File: config.mk
export PLATFORM = sky130hd
export DESIGN_NAME = fp_mul_seq_flat
export DESIGN_NICKNAME = d
export VERILOG_FILES = /design/src/rtl/fp_mul_seq_if.sv /design/src/rtl/fp_mul_seq.sv /design/src/flat_wrapper.sv
export SDC_FILE = /design/constraint.sdc
export NUM_CORES = 2
export LEC_CHECK = 0
export BUFFER_PORTS_ARGS = -buffer_cell sky130_fd_sc_hd__clkbuf_2
export CORE_ASPECT_RATIO = 0.9
export CORE_MARGIN = 5
export CORE_UTILIZATION = 50
export DETAILED_ROUTE_END_ITERATION = 16
export HOLD_SLACK_MARGIN = 0.05
export PLACE_DENSITY = 0.81
export RECOVER_POWER = 25
export SETUP_SLACK_MARGIN = 0.02
export SLEW_MARGIN = 20
export SYNTH_ARGS = -nofsm -noshare
export SYNTH_HDL_FRONTEND = slang
export SYNTH_SLANG_ARGS = --single-unit
File: constraint.sdc
create_clock -name clk -period 8.7 [get_ports clk]
set_clock_uncertainty 0.05 [all_clocks]
set_input_delay 1.305 -clock clk [delete_from_list [all_inputs] [get_ports clk]]
set_output_delay 1.305 -clock clk [all_outputs]
set_load 0.01 [all_outputs]
File: src/rtl/fp_mul_seq_if.sv
// Handshake and data bundle for the sequential floating-point multiplier.
// The master side presents operands and consumes results; the slave side
// is the multiplier itself.
interface fp_mul_seq_if #(
  parameter int EXP_W = 8,
  parameter int MAN_W = 23
);
  localparam int W = 1 + EXP_W + MAN_W;

  logic         in_valid;
  logic         in_ready;
  logic [W-1:0] operand_a;
  logic [W-1:0] operand_b;
  logic [1:0]   rnd_mode;
  logic         out_valid;
  logic         out_ready;
  logic [W-1:0] product;
  logic [3:0]   flags;

  modport master (
    output in_valid, operand_a, operand_b, rnd_mode, out_ready,
    input  in_ready, out_valid, product, flags
  );

  modport slave (
    input  in_valid, operand_a, operand_b, rnd_mode, out_ready,
    output in_ready, out_valid, product, flags
  );
endinterface

File: src/rtl/fp_mul_seq.sv
// Sequential IEEE-754-style multiplier, one operation in flight.
// Operation walks IDLE -> DECODE -> MULT -> ROUND -> HOLD; the result
// word and flags {NV, OF, UF, NX} are held until the consumer takes them.
module fp_mul_seq #(
  parameter int EXP_W = 8,
  parameter int MAN_W = 23
) (
  input logic         clk,
  input logic         reset,
  fp_mul_seq_if.slave bus
);
  localparam int W   = 1 + EXP_W + MAN_W;
  localparam int EW  = EXP_W + 2;           // signed internal exponent width
  localparam int SW  = MAN_W + 1;           // significand incl. hidden bit
  localparam int PW  = 2 * SW;              // exact significand product
  localparam int LZW = $clog2(MAN_W + 1);
  localparam int SHW = $clog2(PW + 1);

  localparam logic signed [EW-1:0] BIAS = EW'((1 << (EXP_W - 1)) - 1);
  localparam logic signed [EW-1:0] ONE  = EW'(1);
  localparam logic signed [EW-1:0] EMAX = EW'((1 << EXP_W) - 1);
  localparam logic [W-1:0] QNAN = {1'b0, {EXP_W{1'b1}}, 1'b1, {(MAN_W-1){1'b0}}};

  typedef enum logic [2:0] {
    S_IDLE, S_DECODE, S_MULT, S_ROUND, S_HOLD
  } state_t;

  // Decoded operand: class bits plus a normalised significand and a
  // biased exponent that may go below 1 for subnormal inputs.
  typedef struct packed {
    logic                 sign;
    logic                 zero;
    logic                 inf;
    logic                 qnan;
    logic                 snan;
    logic signed [EW-1:0] exp;
    logic [SW-1:0]        sig;
  } opnd_t;

  // Classify one word and normalise subnormals with a leading-zero count.
  function automatic opnd_t decode(input logic [W-1:0] x);
    opnd_t            d;
    logic [EXP_W-1:0] ef;
    logic [MAN_W-1:0] ff;
    logic [LZW-1:0]   lz;
    d  = '0;
    ef = x[W-2 -: EXP_W];
    ff = x[MAN_W-1:0];
    lz = LZW'(MAN_W);
    for (int i = 0; i < MAN_W; i++) begin
      if (ff[i]) lz = LZW'(MAN_W - 1 - i);
    end
    d.sign = x[W-1];
    if (ef == '1) begin
      if (ff == '0)          d.inf  = 1'b1;
      else if (ff[MAN_W-1])  d.qnan = 1'b1;
      else                   d.snan = 1'b1;
    end else if (ef == '0) begin
      if (ff == '0) begin
        d.zero = 1'b1;
      end else begin
        // Leading one moves to the hidden-bit position; exponent drops by lz.
        d.sig = {ff, 1'b0} << lz;
        d.exp = -$signed(EW'(lz));
      end
    end else begin
      d.sig = {1'b1, ff};
      d.exp = $signed({2'b00, ef});
    end
    return d;
  endfunction

  state_t state_q, next_state;
  logic   accept;

  logic [W-1:0]         op_a_q, op_b_q;
  logic [1:0]           rnd_q;
  opnd_t                dec_a_q, dec_b_q;
  logic [PW-1:0]        prod_q;
  logic signed [EW-1:0] exp_q;
  logic                 sign_q;
  logic                 spec_q;
  logic [W-1:0]         spec_word_q;
  logic [3:0]           spec_flags_q;
  logic [W-1:0]         product_q;
  logic [3:0]           flags_q;

  // State register.
  always_ff @(posedge clk or posedge reset) begin
    // NOTE: sequential state uses non-blocking assignments so every register
    // samples the pre-edge values, independent of block ordering.
    if (reset) state_q <= S_IDLE;
    else       state_q <= next_state;
  end

  // Next-state and handshake outputs.
  always_comb begin
    // NOTE: every output of this block is given a default first, so no path
    // leaves a value unassigned and no latch is inferred.
    next_state    = state_q;
    bus.in_ready  = 1'b0;
    bus.out_valid = 1'b0;
    accept        = 1'b0;
    unique case (state_q)
      S_IDLE: begin
        bus.in_ready = 1'b1;
        accept       = bus.in_valid;
        if (bus.in_valid) next_state = S_DECODE;
      end
      S_DECODE: next_state = S_MULT;
      S_MULT:   next_state = S_ROUND;
      S_ROUND:  next_state = S_HOLD;
      S_HOLD: begin
        bus.out_valid = 1'b1;
        if (bus.out_ready) next_state = S_IDLE;
      end
      default:  next_state = S_IDLE;
    endcase
  end

  // Special-case result selection, evaluated from the decoded operands.
  logic         nan_in, zero_inf;
  logic         spec;
  logic [W-1:0] spec_word;
  logic [3:0]   spec_flags;

  always_comb begin
    spec       = 1'b0;
    spec_word  = '0;
    spec_flags = '0;
    nan_in     = dec_a_q.qnan | dec_a_q.snan | dec_b_q.qnan | dec_b_q.snan;
    zero_inf   = (dec_a_q.zero & dec_b_q.inf) | (dec_a_q.inf & dec_b_q.zero);
    if (nan_in || zero_inf) begin
      spec       = 1'b1;
      spec_word  = QNAN;
      spec_flags = {dec_a_q.snan | dec_b_q.snan | zero_inf, 3'b000};
    end else if (dec_a_q.inf || dec_b_q.inf) begin
      spec      = 1'b1;
      spec_word = {dec_a_q.sign ^ dec_b_q.sign, {EXP_W{1'b1}}, {MAN_W{1'b0}}};
    end else if (dec_a_q.zero || dec_b_q.zero) begin
      spec      = 1'b1;
      spec_word = {dec_a_q.sign ^ dec_b_q.sign, {(W-1){1'b0}}};
    end
  end

  // Datapath pipeline: capture, decode, multiply, each enabled by its state.
  // NOTE: these registers carry no reset; the FSM never lets a stale value
  // reach the outputs, so only the visible state and result are reset.
  always_ff @(posedge clk) begin
    if (accept) begin
      op_a_q <= bus.operand_a;
      op_b_q <= bus.operand_b;
      rnd_q  <= bus.rnd_mode;
    end
    if (state_q == S_DECODE) begin
      dec_a_q <= decode(op_a_q);
      dec_b_q <= decode(op_b_q);
    end
    if (state_q == S_MULT) begin
      prod_q       <= PW'(dec_a_q.sig) * PW'(dec_b_q.sig);
      exp_q        <= dec_a_q.exp + dec_b_q.exp - BIAS;
      sign_q       <= dec_a_q.sign ^ dec_b_q.sign;
      spec_q       <= spec;
      spec_word_q  <= spec_word;
      spec_flags_q <= spec_flags;
    end
  end

  // Rounding stage signals.
  logic                 top, tiny, lost, guard, sticky, inc, hidden;
  logic                 of, nx, uf, to_inf;
  logic [PW-1:0]        norm, shifted;
  logic signed [EW-1:0] e_n, e_r, e_f;
  int                   sh_int;
  logic [SHW-1:0]       sh;
  logic [SW-1:0]        sig;
  logic [SW:0]          rsig;
  logic [MAN_W-1:0]     frac;
  logic [W-1:0]         round_word;
  logic [3:0]           round_flags;

  // Normalise, denormalise into the subnormal range, round and pack.
  always_comb begin
    inc         = 1'b0;
    sh          = '0;
    to_inf      = 1'b0;
    round_word  = '0;
    round_flags = '0;

    top  = prod_q[PW-1];
    norm = top ? prod_q : {prod_q[PW-2:0], 1'b0};
    e_n  = exp_q + EW'(top);
    tiny = e_n < ONE;

    // Shift amount saturates at PW: beyond that everything is sticky.
    sh_int = 1 - int'(e_n);
    if (tiny) sh = (sh_int > PW) ? SHW'(PW) : SHW'(sh_int);
    shifted = norm >> sh;
    lost    = (shifted << sh) != norm;

    sig    = shifted[PW-1 -: SW];
    guard  = shifted[MAN_W];
    sticky = (|shifted[MAN_W-1:0]) | lost;
    e_r    = tiny ? ONE : e_n;

    unique case (rnd_q)
      2'b00: inc = guard & (sticky | sig[0]);
      2'b01: inc = 1'b0;
      2'b10: inc = sign_q & (guard | sticky);
      2'b11: inc = ~sign_q & (guard | sticky);
    endcase

    rsig = {1'b0, sig} + {{SW{1'b0}}, inc};
    if (rsig[SW]) begin
      e_f    = e_r + ONE;
      frac   = '0;
      hidden = 1'b1;
    end else begin
      e_f    = e_r;
      frac   = rsig[MAN_W-1:0];
      hidden = rsig[MAN_W];
    end

    of = e_f >= EMAX;
    nx = guard | sticky | of;
    uf = tiny & (guard | sticky);

    if (spec_q) begin
      round_word  = spec_word_q;
      round_flags = spec_flags_q;
    end else if (of) begin
      to_inf = (rnd_q == 2'b00) | ((rnd_q == 2'b10) & sign_q) |
               ((rnd_q == 2'b11) & ~sign_q);
      round_word = to_inf ? {sign_q, {EXP_W{1'b1}}, {MAN_W{1'b0}}}
                          : {sign_q, {(EXP_W-1){1'b1}}, 1'b0, {MAN_W{1'b1}}};
      round_flags = 4'b0101;
    end else begin
      round_word  = {sign_q, hidden ? e_f[EXP_W-1:0] : {EXP_W{1'b0}}, frac};
      round_flags = {1'b0, 1'b0, uf, nx};
    end
  end

  // Result register, loaded as the operation enters HOLD.
  always_ff @(posedge clk or posedge reset) begin
    if (reset) begin
      product_q <= '0;
      flags_q   <= '0;
    end else if (state_q == S_ROUND) begin
      product_q <= round_word;
      flags_q   <= round_flags;
    end
  end

  assign bus.product = product_q;
  assign bus.flags   = flags_q;
endmodule

File: src/flat_wrapper.sv
// flat-port wrapper written by rule: the top's interface ports become plain ports
module fp_mul_seq_flat 
#(
  parameter int EXP_W = 8,
  parameter int MAN_W = 23
)
  (clk, reset, bus_in_valid, bus_operand_a, bus_operand_b, bus_rnd_mode, bus_out_ready, bus_in_ready, bus_out_valid, bus_product, bus_flags);
  fp_mul_seq_if #(.EXP_W(EXP_W), .MAN_W(MAN_W)) bus_i ();
  input logic clk;
  input logic reset;
  input wire logic [$bits(bus_i.in_valid)-1:0] bus_in_valid;
  input wire logic [$bits(bus_i.operand_a)-1:0] bus_operand_a;
  input wire logic [$bits(bus_i.operand_b)-1:0] bus_operand_b;
  input wire logic [$bits(bus_i.rnd_mode)-1:0] bus_rnd_mode;
  input wire logic [$bits(bus_i.out_ready)-1:0] bus_out_ready;
  output wire logic [$bits(bus_i.in_ready)-1:0] bus_in_ready;
  output wire logic [$bits(bus_i.out_valid)-1:0] bus_out_valid;
  output wire logic [$bits(bus_i.product)-1:0] bus_product;
  output wire logic [$bits(bus_i.flags)-1:0] bus_flags;
  assign bus_i.in_valid = bus_in_valid;
  assign bus_i.operand_a = bus_operand_a;
  assign bus_i.operand_b = bus_operand_b;
  assign bus_i.rnd_mode = bus_rnd_mode;
  assign bus_i.out_ready = bus_out_ready;
  assign bus_in_ready = bus_i.in_ready;
  assign bus_out_valid = bus_i.out_valid;
  assign bus_product = bus_i.product;
  assign bus_flags = bus_i.flags;
  fp_mul_seq #(.EXP_W(EXP_W), .MAN_W(MAN_W)) u_core (.clk(clk), .reset(reset), .bus(bus_i));
endmodule
==> key figures <==
Drt
  – Total number of vias: just under 40000
  – Routed len/inst: ~26 µm
  – DR vias/cell: 6.26
  – Wirelength, routed: 167 mm
  – Iteration-0 DRC count of the detailed router: 4763
  – Drt first pass iters: 7
  – DRC: 0
  – Post-DRT Antenna Nets: 0

CTS
  – TritonCTS clock tree: built
  – H-tree levels: 1
  – Worst skew pair latency: 0.63 ns
  – Clock root buffer: clkbuf_16
  – Clock sink total: 247
  – Number of CTS-inserted buffers: 27
  – CTS clk-pin slew, worst paths: ~0.07 ns
  – Deepest clock path buffer count: 3

STA
  – TNS Setup: -21.36 ns
  – Slew @ Worst Pin: 2.24 ns
  – Final Setup Violations: 33
  – Slew margin rel.: -49.6%
  – Max-slew violations: 40
  – Max frequency: 106 MHz
  – Worst Slack Setup Final: -0.758 ns
  – Final min period: around 9.5 ns
  – Final period util: 109%
  – RSZ-0062 raised after global routing: yes
  – Fin. Hold Viols: 0

Setup path
  – Critical Path Sink Type: flop
  – CP startpoint kind: flop
  – Worst EP arrival: 9.96 ns
  – Reg2reg path depth: 49
  – Maximum fanout along the worst path: 18
  – Critical Path Source: u_core.prod_q[47]$_DFFE_PN_
  – R2r endpoint: u_core.bus.product[14]$_DFFE_PP0P_
  – Crit path top cell by count: buf_4
  – CP endpoint: u_core.bus.product[14]$_DFFE_PP0P_
  – Crit path largest cell delay: ~0.47 ns
  – Reg-to-reg startpoint: u_core.prod_q[47]$_DFFE_PN_
  – CP required: 9.21 ns
  – Critical-path top delay cell: or4_1
  – R2R setup slack: -0.76 ns
  – CP Class: reg2reg

Die
  – Die ar.: just over 0.08 mm²
  – Chip width: 303 µm
  – Starting Density: 50.6%
  – Row count: 96
  – Core Box Area: 0.0765 mm²
  – Ports: approximately 110
  – Vert. Die Dim: about 270 µm

Min path
  – Worst Hold Class: reg2reg

Placement
  – Area post-placement: 0.0462 mm²
  – Port Buffer Count: about 110
  – GP Congestion: 1.10
  – Dpl ws: -1.36 ns
  – Dpl hpwl: between 100 and 150 mm

Logic synthesis
  – Syn avg cell area: approximately 8.7 µm²
  – Synth top area cells: fa_1, edfxtp_1, ha_1, nand2_1, inv_1
  – Cell count after synthesis: 4444
  – EDFF count, synth: 208
  – Synth Cell Area: roughly 0.039 mm²
  – Seq/Total Area, Yosys: 18.6%
  – Cell taking the most area after synthesis: fa_1
  – Distinct cells, synth: 108
  – YS warnings: 0
  – Synth Register Bits: 247
  – Synth Net Count: 5200
  – Top-area cell type share of the netlist area: 25.0%
  – Most used DFF post-synth: edfxtp_1
  – Async SR Flop Fraction: 15.8%

Finish
  – Final #Nets: 5993
  – Final Util: 65.6%
  – Area grow syn2layout: 29.7%
  – Fin area: 0.0502 mm²
  – Layout cells sized above 1: 28.1%

Run
  – Max_cap viols: 2

Status
  – Failing checks: max-capacitance violations, max-slew violations, negative setup slack
  – Outcome: complete, but fails checks

Global route
  – Largest net degree at the start of global routing: 75
  – Initial antenna violation count: 11
  – Vias in the first global route: 39300
  – All-layer global routing usage: 39.0%
  – Total grt overflow: 0
  – First-pass GRT wire length: 245 mm
==> synthesized netlist by cell type (all sizes together) (12+ instances only) <==
cell	number
nand3	78
a21oi	219
o211ai	58
a221oi	24
o21a	13
nor4	37
nand2	645
nand2b	12
o22ai	59
o21ai	135
a22oi	34
dfrtp	39
a221o	12
o21bai	24
o31ai	20
mux2	33
o2111ai	20
a21o	28
ha	203
inv	547
nand4	28
xnor2	67
edfxtp	208
a31oi	25
xor2	25
o221ai	21
and2	212
a211oi	93
clkbuf	196
buf	63
mux2i	152
nor3	159
a32oi	12
and3	16
fa	483
nor2b	17
nor2	279
==> worst max-delay path, delay by kind of cell, from the launching register on <==
kind | cells | cell delay [ns]
compound gates | 14 | 2.71
fa+ha+maj | 3 | 0.54
simple gates | 16 | 3.08
buf+inv | 16 | 2.60
flops | 1 | 0.40
==> worst min path at each step <==
stage | cells after the start | end | slack, ns | start
3_5_place_dp | 0 | u_core.dec_a_q[38]$_DFFE_PN_ | 0.36 | u_core.op_a_q[31]$_DFFE_PP_
5_1_grt | 0 | u_core.dec_b_q[38]$_DFFE_PN_ | 0.38 | u_core.op_b_q[31]$_DFFE_PP_
3_3_place_gp | 0 | u_core.dec_a_q[38]$_DFFE_PN_ | 0.35 | u_core.op_a_q[31]$_DFFE_PP_
2_1_floorplan | 0 | u_core.dec_a_q[38]$_DFFE_PN_ | 0.35 | u_core.op_a_q[31]$_DFFE_PP_
4_1_cts | 0 | u_core.dec_a_q[38]$_DFFE_PN_ | 0.37 | u_core.op_a_q[31]$_DFFE_PP_
6_report | 0 | u_core.dec_a_q[38]$_DFFE_PN_ | 0.36 | u_core.op_a_q[31]$_DFFE_PP_
==> per-layer routing <==
layer  GRT usage [%]  vias to the layer above  part of all wire [%]
met5               0                        -                 0.031
met4            19.1                        8                   6.6
met3            10.1                      619                    12
met2            60.1                     2660                    44
met1            51.5                    19300                    38
li1                -                    16800                     -
==> registers in the layout, indices dropped and copies added (netlist names), 4 cells and up <==
register and count:
u_core.prod_q 48, u_core.exp_q 10, u_core.bus.product 32, u_core.dec_b_q 39, u_core.op_b_q 32, u_core.bus.flags 4
u_core.dec_a_q 39, u_core.op_a_q 32
==> cell type report <==
| class | count | area [µm²] |
|---|---|---|
| diodes | 4 | 10.0 |
| clock inverters | 20 | 196 |
| clock buffers | 30 | 687 |
| repair buffers | 1023 | 8210 |
| fillers | 6201 | 26300 |
| well taps | 1029 | 1290 |
| flip-flops and latches | 247 | 7220 |
| multi-input cells | 3391 | 30600 |
| inverters | 547 | 2050 |
==> metrics by stage <==
| step | cells | hold slack [ns] |
|---|---|---|
| 4_1_cts | 6227 | 0.366 |
| 3_3_place_gp | 6129 | 0.352 |
| 2_1_floorplan | 4444 | 0.350 |
| 3_5_place_dp | 6129 | 0.355 |
| 6_report | 6291 | 0.363 |
| 5_1_grt | 6288 | 0.382 |
==> layout by cell type (no fill, tap or decap), types with 36 or more instances in the layout <==
cell | Yosys | layout
nand3_1 | 72 | 66
o211ai_1 | 42 | 42
xnor2_1 | 66 | 63
nor3_1 | 155 | 110
fa_1 | 483 | 483
mux2i_1 | 150 | 138
edfxtp_1 | 208 | 208
inv_1 | 546 | 544
a211oi_1 | 85 | 36
nand2_1 | 641 | 633
o22ai_1 | 59 | 46
a21oi_1 | 218 | 180
o21ai_0 | 129 | 96
ha_1 | 203 | 197
dfrtp_1 | 39 | 39
nor3_2 | 2 | 37
and2_1 | 211 | 208
clkbuf_2 | 0 | 102
nor2_1 | 277 | 254
buf_4 | 5 | 822
buf_12 | 0 | 43
==> kinds of logic after synthesis <==
logic type / count (synthesis) / synth area share, %
and+or+nand+nor: 1533 / 18.5
AOI/OAI and AO/OA: 892 / 16.0
buffers and inverters: 806 / 8.06
adders and majority gates: 686 / 31.5
DFF: 247 / 18.6
muxes: 188 / 5.10
xor gates and xnor gates: 92 / 2.12
==> what timing repair did <==
item,CTS,global route
pin swaps,80,98
hold buffers,0,0
gates resized for setup,256,186
gates cloned,3,4
endpoints found under the setup margin,33,37
buffers inserted,45,63
Power is left out: the tool's default activity adds up to more than one toggle a clock period on the data nets, which glitch-free logic cannot reach.
